### src/rtl/hilo_div_ctrl.sv
// hilo_div_ctrl: sequences a DIV through an external signed divider and owns
// the HI/LO register pair. A DIV stalls the pipeline for 2+WAIT_CYCLES cycles,
// then the quotient lands in LO and the remainder in HI. MTHI/MTLO write the
// registers directly while the sequencer is idle.
//
// Handshake: div_req is a level request that is only looked at in IDLE. When it
// is accepted, stall rises combinationally in that same cycle and stays high
// until the cycle in which the new HI/LO values are visible, when it is low.
// div_start is a registered single-cycle pulse that marks the first cycle in
// which div_dividend/div_divisor carry the accepted operands.
`timescale 1ns/1ps
module hilo_div_ctrl #(
    parameter int unsigned WAIT_CYCLES = 1
) (
    input  logic        clock,
    input  logic        reset,
    input  logic        div_req,
    input  logic [31:0] dividend_in,
    input  logic [31:0] divisor_in,
    input  logic        mthi,
    input  logic        mtlo,
    input  logic [31:0] wdata,
    input  logic [31:0] div_q,
    input  logic [31:0] div_r,
    output logic        div_start,
    output logic [31:0] div_dividend,
    output logic [31:0] div_divisor,
    output logic        stall,
    output logic        div_by_zero,
    output logic [31:0] hi,
    output logic [31:0] lo,
    output logic [1:0]  dbg_state
);

    localparam int CW = $clog2(WAIT_CYCLES) + 1;

    typedef enum logic [1:0] {
        S_IDLE  = 2'd0,
        S_ISSUE = 2'd1,
        S_WAIT  = 2'd2
    } state_t;

    state_t        state_q, state_d;
    logic [CW-1:0] cnt_q, cnt_d;
    logic [31:0]   hi_q, hi_d;
    logic [31:0]   lo_q, lo_d;
    logic [31:0]   dividend_q, dividend_d;
    logic [31:0]   divisor_q, divisor_d;
    logic          div_start_q, div_start_d;
    logic          dbz_q, dbz_d;
    logic          stall_c;

    // Next-state, register updates and the combinational stall request.
    always_comb begin
        state_d     = state_q;
        cnt_d       = cnt_q;
        hi_d        = hi_q;
        lo_d        = lo_q;
        dividend_d  = dividend_q;
        divisor_d   = divisor_q;
        div_start_d = 1'b0;
        dbz_d       = 1'b0;
        stall_c     = 1'b0;
        case (state_q)
            S_IDLE: begin
                if (div_req) begin
                    // A DIV always wins over MTHI/MTLO in the same cycle.
                    if (divisor_in != 32'd0) begin
                        stall_c     = 1'b1;
                        dividend_d  = dividend_in;
                        divisor_d   = divisor_in;
                        div_start_d = 1'b1;
                        state_d     = S_ISSUE;
                    end else begin
                        // Divide by zero is dropped; HI/LO keep their values.
                        dbz_d = 1'b1;
                    end
                end else begin
                    if (mthi) hi_d = wdata;
                    if (mtlo) lo_d = wdata;
                end
            end
            S_ISSUE: begin
                stall_c = 1'b1;
                cnt_d   = CW'(WAIT_CYCLES - 1);
                state_d = S_WAIT;
            end
            S_WAIT: begin
                stall_c = 1'b1;
                if (cnt_q == '0) begin
                    // Divider results are taken as-is, no sign correction.
                    hi_d    = div_r;
                    lo_d    = div_q;
                    state_d = S_IDLE;
                end else begin
                    cnt_d = cnt_q - CW'(1);
                end
            end
            default: begin
                state_d = S_IDLE;
            end
        endcase
    end

    // State and datapath registers; reset abandons any divide in flight.
    always_ff @(posedge clock or posedge reset) begin
        if (reset) begin
            state_q     <= S_IDLE;
            cnt_q       <= '0;
            hi_q        <= '0;
            lo_q        <= '0;
            dividend_q  <= '0;
            divisor_q   <= '0;
            div_start_q <= 1'b0;
            dbz_q       <= 1'b0;
        end else begin
            state_q     <= state_d;
            cnt_q       <= cnt_d;
            hi_q        <= hi_d;
            lo_q        <= lo_d;
            dividend_q  <= dividend_d;
            divisor_q   <= divisor_d;
            div_start_q <= div_start_d;
            dbz_q       <= dbz_d;
        end
    end

    assign stall        = stall_c & ~reset;
    assign div_start    = div_start_q;
    assign div_dividend = dividend_q;
    assign div_divisor  = divisor_q;
    assign div_by_zero  = dbz_q;
    assign hi           = hi_q;
    assign lo           = lo_q;
    assign dbg_state    = state_q;

endmodule
### config.mk
export PLATFORM = sky130hd
export DESIGN_NAME = hilo_div_ctrl
export DESIGN_NICKNAME = d
export VERILOG_FILES = /design/src/rtl/hilo_div_ctrl.sv
export SDC_FILE = /design/constraint.sdc
export NUM_CORES = 1
export LEC_CHECK = 0
export ABC_AREA = 1
export CAP_MARGIN = 20
export CORE_ASPECT_RATIO = 1.1
export CORE_UTILIZATION = 42
export DETAILED_ROUTE_END_ITERATION = 8
export PLACE_DENSITY_LB_ADDON = 0.05
export SETUP_SLACK_MARGIN = 0.05
export SYNTH_ARGS = -nofsm -noshare
export SYNTH_HDL_FRONTEND = slang
export SYNTH_SLANG_ARGS = --single-unit
### constraint.sdc
create_clock -name clock -period 8.2 [get_ports clock]
set_input_delay 2.05 -clock clock [delete_from_list [all_inputs] [get_ports clock]]
set_output_delay 2.05 -clock clock [all_outputs]
set_load 0.05 [all_outputs]
# Yosys cells after proc, flatten, opt, wreduce, memory -nomap -nowiden

Index checks and enable logic that the tools add are counted.
W data, S select, Z words.

Flip-flop bits (word level): 133

Add/subtract/negate cells: 1
Eq/ne operators: 8
Mux-type cells: 21
Bitwise operators: 2
Reductions and logical operators: 9

Operators by type and width:

| operator              | number |
|---|---|
| $mux W32              | 6 |
| $pmux W32 S2          | 2 |
| $reduce_bool A32 Y1   | 1 |
| $ne A2 B2 Y1 const B  | 6 |
| $reduce_and A4 Y1     | 2 |
| $mux W1               | 7 |
| $mux W2               | 3 |
| $pmux W2 S3           | 1 |
| $reduce_and A3 Y1     | 2 |
| $pmux W1 S2           | 2 |
| $reduce_bool A2 Y1    | 2 |
| $eq A2 B1 Y1 const B  | 1 |
| $eq A2 B2 Y1 const B  | 1 |
| $logic_not A2 Y1      | 1 |
| $reduce_or A2 Y1      | 1 |
| $and A1 B1 Y1         | 1 |
| $not A1 Y1            | 1 |
| $sub A1 B1 Y1 const B | 1 |

# Depth between registers and ports, before layout

Gate-level depths: netlist (run 1).

Word-level depth: 5
Mapped depth: 9
Depth with buffers taken out: 8

# Worst setup path before layout (run 1)

No wires, ideal clock.

Path type: input -> output
Start point: in divisor_in[25]
End point: out stall
Arrival: 3.461 ns
Slack: 2.689 ns
Stages: 8
Cell sequence: nor2_1 > nand2_1 > nor2_1 > nand2_1 > o21bai_4 > buf_4 > buf_6 > a21oi_1

Cells in the longest elaborated chain, start to end: 5

RTL lines:

| element             | line | text |
|---|---|---|
| start: declaration  | 19   | `input logic [31:0] divisor_in,` |
| $reduce_bool A32 Y1 | 68   | `if (divisor_in != 32'd0) begin` |
| $mux W1             | 68   |  |
| $mux W1             | 66   | `if (div_req) begin` |
| $pmux W1 S2         | 64   | `case (state_q)` |
| $and A1 B1 Y1       | 128  | `assign stall = stall_c & ~reset;` |
| end: declaration    | 28   | `output logic stall,` |

Every way passes these cells.

# Final worst setup path (run 1)

Start point: in divisor_in[1]
End point: out stall

Same word-level chain as after synthesis.

==> results.cfg, run 1 <==
[critical_path]
critical_path.startpoint_type = input port
crit_fanout = 4
end_kind = output port
cp_slowest_stage_delay_ps = 810
slowest_stage = clkdlybuf4s50_1
worst-setup-path-type = in2out
crit_arrival_ps = 3940
crit_path_cell_trace = clkdlybuf4s50_1 -> nor2_1 -> nand2_1 -> nor2_1 -> nand2_1 -> o21bai_4 -> a21oi_1 -> clkdlybuf4s50_1
r2r-start = dbg_state[0]
required_ps = 6150
r2r_cells = 8
timing.rr.end = div_dividend[14]
r2r_slack_ps = 5560
startpoint = divisor_in[1]

[logic_synthesis]
ys_seq_area_share_pct = 60.2
avgSynthCellArea_um2 = 8.54
synth.distinct_cells = 17
ys_seq_elements = 132
syn_inst = 642
synth_area_leader_cell = dfrtp_1
netlist_area_mm2 = 0.00548
yosys.area.top_type_share_pct = 60.2
yosys_warnings = 0
synth_nets = 811
synthTopCellsByArea = dfrtp_1 60%, nand2_1 21%, a31oi_1 7.3%, nor2_1 5.8%, buf_2 1.5%

[cells_and_area]
drive_gt1_share_pct = 3.93
seqCellArea_mm2 = 0.00330
fill_cells = 1015
num_antenna_cells = 0
fin_nets = 1098
fin_util_pct = 71.8
final_cells = 1098
design_area_mm2 = 0.00908
multiInputGateArea_mm2 = 0.00198
area_growth_pct = 65.5

[pwr]
p_leak_nw = 4.05
max-vdd-ir-drop_mv = 0.320
powerDensity_mw_per_mm2 = 482
p_total_mw = 4.37

[drt]
wl_um = 17300
antenna_left = 0
wl_met2_um = 8640
dr.max_layer_used = met4
dr_wl_met3_um = 1410
wl_met1_um = 6470
avgViaCountPerCell = 4.93
first_iter_violations = 329
wl_per_cell_um = 15.7
vias = 5415
firstDrtPassIters = 5
drt_drc_violations_left = 0

[global_routing]
track_usage_pct = 25.7
antenna_found_initial = 0
grt_first_pass_wirelength_um = 26700
grt_pass1_vias = 5331
overflow = 0
grt_start_max_net_pins = 69

[sta]
slew_viol_final = 0
worst_slack_ps = 2210
final.setup.tns_ps = 0
finalSetupViolations = 0
period_needed_ps = 5990
hold_viol = 0
slew_headroom_pct = 34.9
max_clock_freq_mhz = 167
rsz0062_at_grt = no
post-route-period-util_pct = 73.0
skew_ps = 7.92
fin_hold_ws_ps = 477
worstMarginPinSlew_ps = 975

[job]
max_cap_viol_count = 0

[cts]
clkTransAtPathRegs_ps = 50
clock_sinks = 132
cts_tree = yes
worstSkewPairLatency_ps = 420
cts-buffers-inserted = 17
htreeDepth = 4
cts_hold_buf = 0
clockBufferDepth = 2
cts_setup_buffers = 0
root_buffer = clkbuf_16
ctsResizeCount = 0

[floorplan]
die_area_mm2 = 0.0135
core_mm2 = 0.0126
ioPinCount = 298
start_util_pct = 43.4
rows = 43
dieHeight_um = 122
die_x_um = 111

[status]
status = finished clean

[hold_path]
holdPathStages = 2
holdPathEnd = div_divisor[14]
min_from = div_divisor[14]
holdCritPathClass = reg2reg

[place]
io_buffer_count = 297
place_area_mm2 = 0.00851
preCtsSetupSlack_ps = 2190
gp_congestion = 0.854
dpl.cell_count = 1064
dp.final_hpwl_um = 12300
-- cell type report --
class | count | share of cell area, %
Inverter | 10 | 0.441
Timing Repair Buffer | 303 | 33.6
Clock inverter | 5 | 0.303
Tap cell | 157 | 2.16
Multi-Input combinational cell | 465 | 21.8
Clock buffer | 26 | 5.28
Sequential cell | 132 | 36.4
-- power breakdown --
part / switching [mW] / internal (mW)
Combinational: 1.75 / 0.824
Clock: 0.260 / 0.398
Sequential: 0.167 / 0.970
Total: 2.18 / 2.19
-- cells in the mapped netlist --
cell      count
a21oi_1       1
a31oi_1      64
buf_2        16
buf_4         1
buf_6         2
clkbuf_1     16
dfrtp_1     132
ha_1          4
inv_1         9
inv_2         1
nand2_1     300
nand3_1       5
nor2_1       84
nor3_1        1
o21ai_0       4
o21bai_4      1
or2_2         1
-- how the worst max path moves through the flow --
| stage | slack [ps] | cells after the start | endpoint |
|---|---|---|---|
| final | 2210 | 8 | stall |
| after detailed placement | 2190 | 8 | stall |
| after global placement | 2210 | 8 | stall |
| after global routing | 2100 | 8 | stall |
| after floorplan | 2620 | 1 | dbg_state[0] |
| after CTS | 2180 | 8 | stall |
-- flip-flops by register name (all words and copies together) (netlist names) --
| name | count |
|---|---|
| hi | 32 |
| div_by_zero | 1 |
| lo | 32 |
| div_start | 1 |
| div_dividend | 32 |
| dbg_state | 2 |
| div_divisor | 32 |
-- kinds of logic after synthesis --
logic type               Yosys count  synth area share, %
AO/OA/AOI/OAI                     70                 8.10
adder cells (fa/ha/maj)            4                0.913
buffers and inverters             45                 3.79
flip-flops                       132                 60.2
AND/OR/NAND/NOR                  391                 27.0
-- critical path, delay by kind of cell --
family                 cells  cell delay (ps)
buffers and inverters      2             1300
AO/OA/AOI/OAI              2              220
AND/OR/NAND/NOR            4              360
-- routing by layer --
layer	vias to the layer above	GRT usage, %
met2	239	44.1
met3	47	8.81
met4	0	15.5
met1	2502	27.4
met5	-	0
li1	2627	-
-- layout by cell type, fill, tap and decap left out, drive strengths merged --
cell	count
nor2	84
o21bai	1
nand2	300
ha	4
buf	6
clkbuf	26
a31oi	64
clkdlybuf4s50	297
nand3	5
nor3	1
o21ai	4
clkinvlp	1
clkinv	4
or2	1
dfrtp	132
a21oi	1
inv	10
Power figures use the tool's default switching activity.
==> run 2, diff against run 1 <==
--- a/config.mk
+++ b/config.mk
@@ -8,7 +8,7 @@
 export ABC_AREA = 1
 export CAP_MARGIN = 20
 export CORE_ASPECT_RATIO = 1.1
-export CORE_UTILIZATION = 42
+export CORE_UTILIZATION = 39
 export DETAILED_ROUTE_END_ITERATION = 8
 export PLACE_DENSITY_LB_ADDON = 0.05
 export SETUP_SLACK_MARGIN = 0.05
==> constraint.sdc (replaced) <==
create_clock -name clock -period 5.85 [get_ports clock]
set_input_delay 1.4625 -clock clock [delete_from_list [all_inputs] [get_ports clock]]
set_output_delay 1.4625 -clock clock [all_outputs]
set_load 0.05 [all_outputs]
==> results.cfg, run 2 (synthesized netlist as in run 1, its figures left out) <==
[status]
status = finished clean

[drt]
wl_um = 16800
wl_per_cell_um = 14.9
drt_drc_violations_left = 0
first_iter_violations = 266
antenna_left = 0
firstDrtPassIters = 7
vias = 5426
avgViaCountPerCell = 4.80

[cts]
clockBufferDepth = 2
cts_tree = yes
cts_hold_buf = 0
cts_setup_buffers = 0
worstSkewPairLatency_ps = 410
clkTransAtPathRegs_ps = 50
root_buffer = clkbuf_16
ctsResizeCount = 0
htreeDepth = 4
cts-buffers-inserted = 17
clock_sinks = 132

[critical_path]
crit_arrival_ps = 2810
end_kind = output port
critical_path.startpoint_type = input port
worst-setup-path-type = in2out
required_ps = 4390
crit_fanout = 4

[global_routing]
overflow = 0
grt_first_pass_wirelength_um = 26400
grt_start_max_net_pins = 69
grt_pass1_vias = 5440
track_usage_pct = 23.7
antenna_found_initial = 0

[sta]
post-route-period-util_pct = 73.0
final.setup.tns_ps = 0
rsz0062_at_grt = no
skew_ps = 4.22
worstMarginPinSlew_ps = 1010
finalSetupViolations = 0
worst_slack_ps = 1580
slew_viol_final = 0
period_needed_ps = 4270
fin_hold_ws_ps = 473
slew_headroom_pct = 32.4
max_clock_freq_mhz = 234
hold_viol = 0

[pwr]
max-vdd-ir-drop_mv = 0.285
p_leak_nw = 4.09
p_total_mw = 6.21
powerDensity_mw_per_mm2 = 676

[floorplan]
die_x_um = 115
core_mm2 = 0.0137
rows = 45
start_util_pct = 39.9
die_area_mm2 = 0.0145
dieHeight_um = 126
ioPinCount = 298

[place]
dpl.cell_count = 1098
io_buffer_count = 297
dp.final_hpwl_um = 12100
preCtsSetupSlack_ps = 1590
gp_congestion = 0.826

[job]
max_cap_viol_count = 0

[cells_and_area]
area_growth_pct = 67.5
final_cells = 1130
fin_nets = 1099
layout_commonest_cell = nand2_1
drive_gt1_share_pct = 4.35
layout_common_cells = 298 x nand2_1, 296 x clkdlybuf4s50_1, 132 x dfrtp_1
num_antenna_cells = 0

[hold_path]
holdCritPathClass = reg2reg
[run 2: routing by layer]
metal / global-route usage [%] / part of all wire [%]
met1: 25.0 / 38
met2: 41.4 / 50
met4: 11.0 / 2.8
met3: 9.17 / 9.1
met5: 0 / 0
[run 2: final cells by class]
cell class,count,area [um2]
fill,1172,4550
sequential,132,3300
timing repair buffer,304,3070
multi-input combinational,465,1980
clock buffer,27,513
tap,188,235
clock inverter,4,45.0
inverter,10,40.0
[run 2: metrics by stage]
stage | cell area, um2 | utilization, %
after global placement | 8560 | 62.3
after detailed placement | 8600 | 62.6
after floorplan | 5480 | -
after global routing | 9180 | 66.8
after CTS | 9160 | 66.6
final | 9180 | 66.8
[run 2: worst max-delay path: stages]
cell and delay, ps:
clkdlybuf4s50_1 440, nor2_1 130, nand2_1 70, nor2_1 140, nand2_1 140, o21bai_4 150, a21oi_1 80, buf_4 190
[run 2: power breakdown]
| group | internal, mW | switching (mW) | total [mW] |
|---|---|---|---|
| sequential | 1.36 | 0.233 | 1.59 |
| combinational | 1.16 | 2.46 | 3.62 |
| clock | 0.637 | 0.358 | 0.995 |
[run 2: final timing paths]
kind                                  from                to  slack (ps)  cells past startpoint
hold reg to reg            div_divisor[27]   div_divisor[27]         470                      2
setup reg to reg              dbg_state[1]   div_divisor[18]        3200                      8
setup / recovery            divisor_in[11]             stall        1580                      8
min in group asynchronous            reset   div_divisor[21]        1610                      2
max in group asynchronous            reset  div_dividend[12]        3250                      3
hold / removal             div_divisor[27]   div_divisor[27]         470                      2
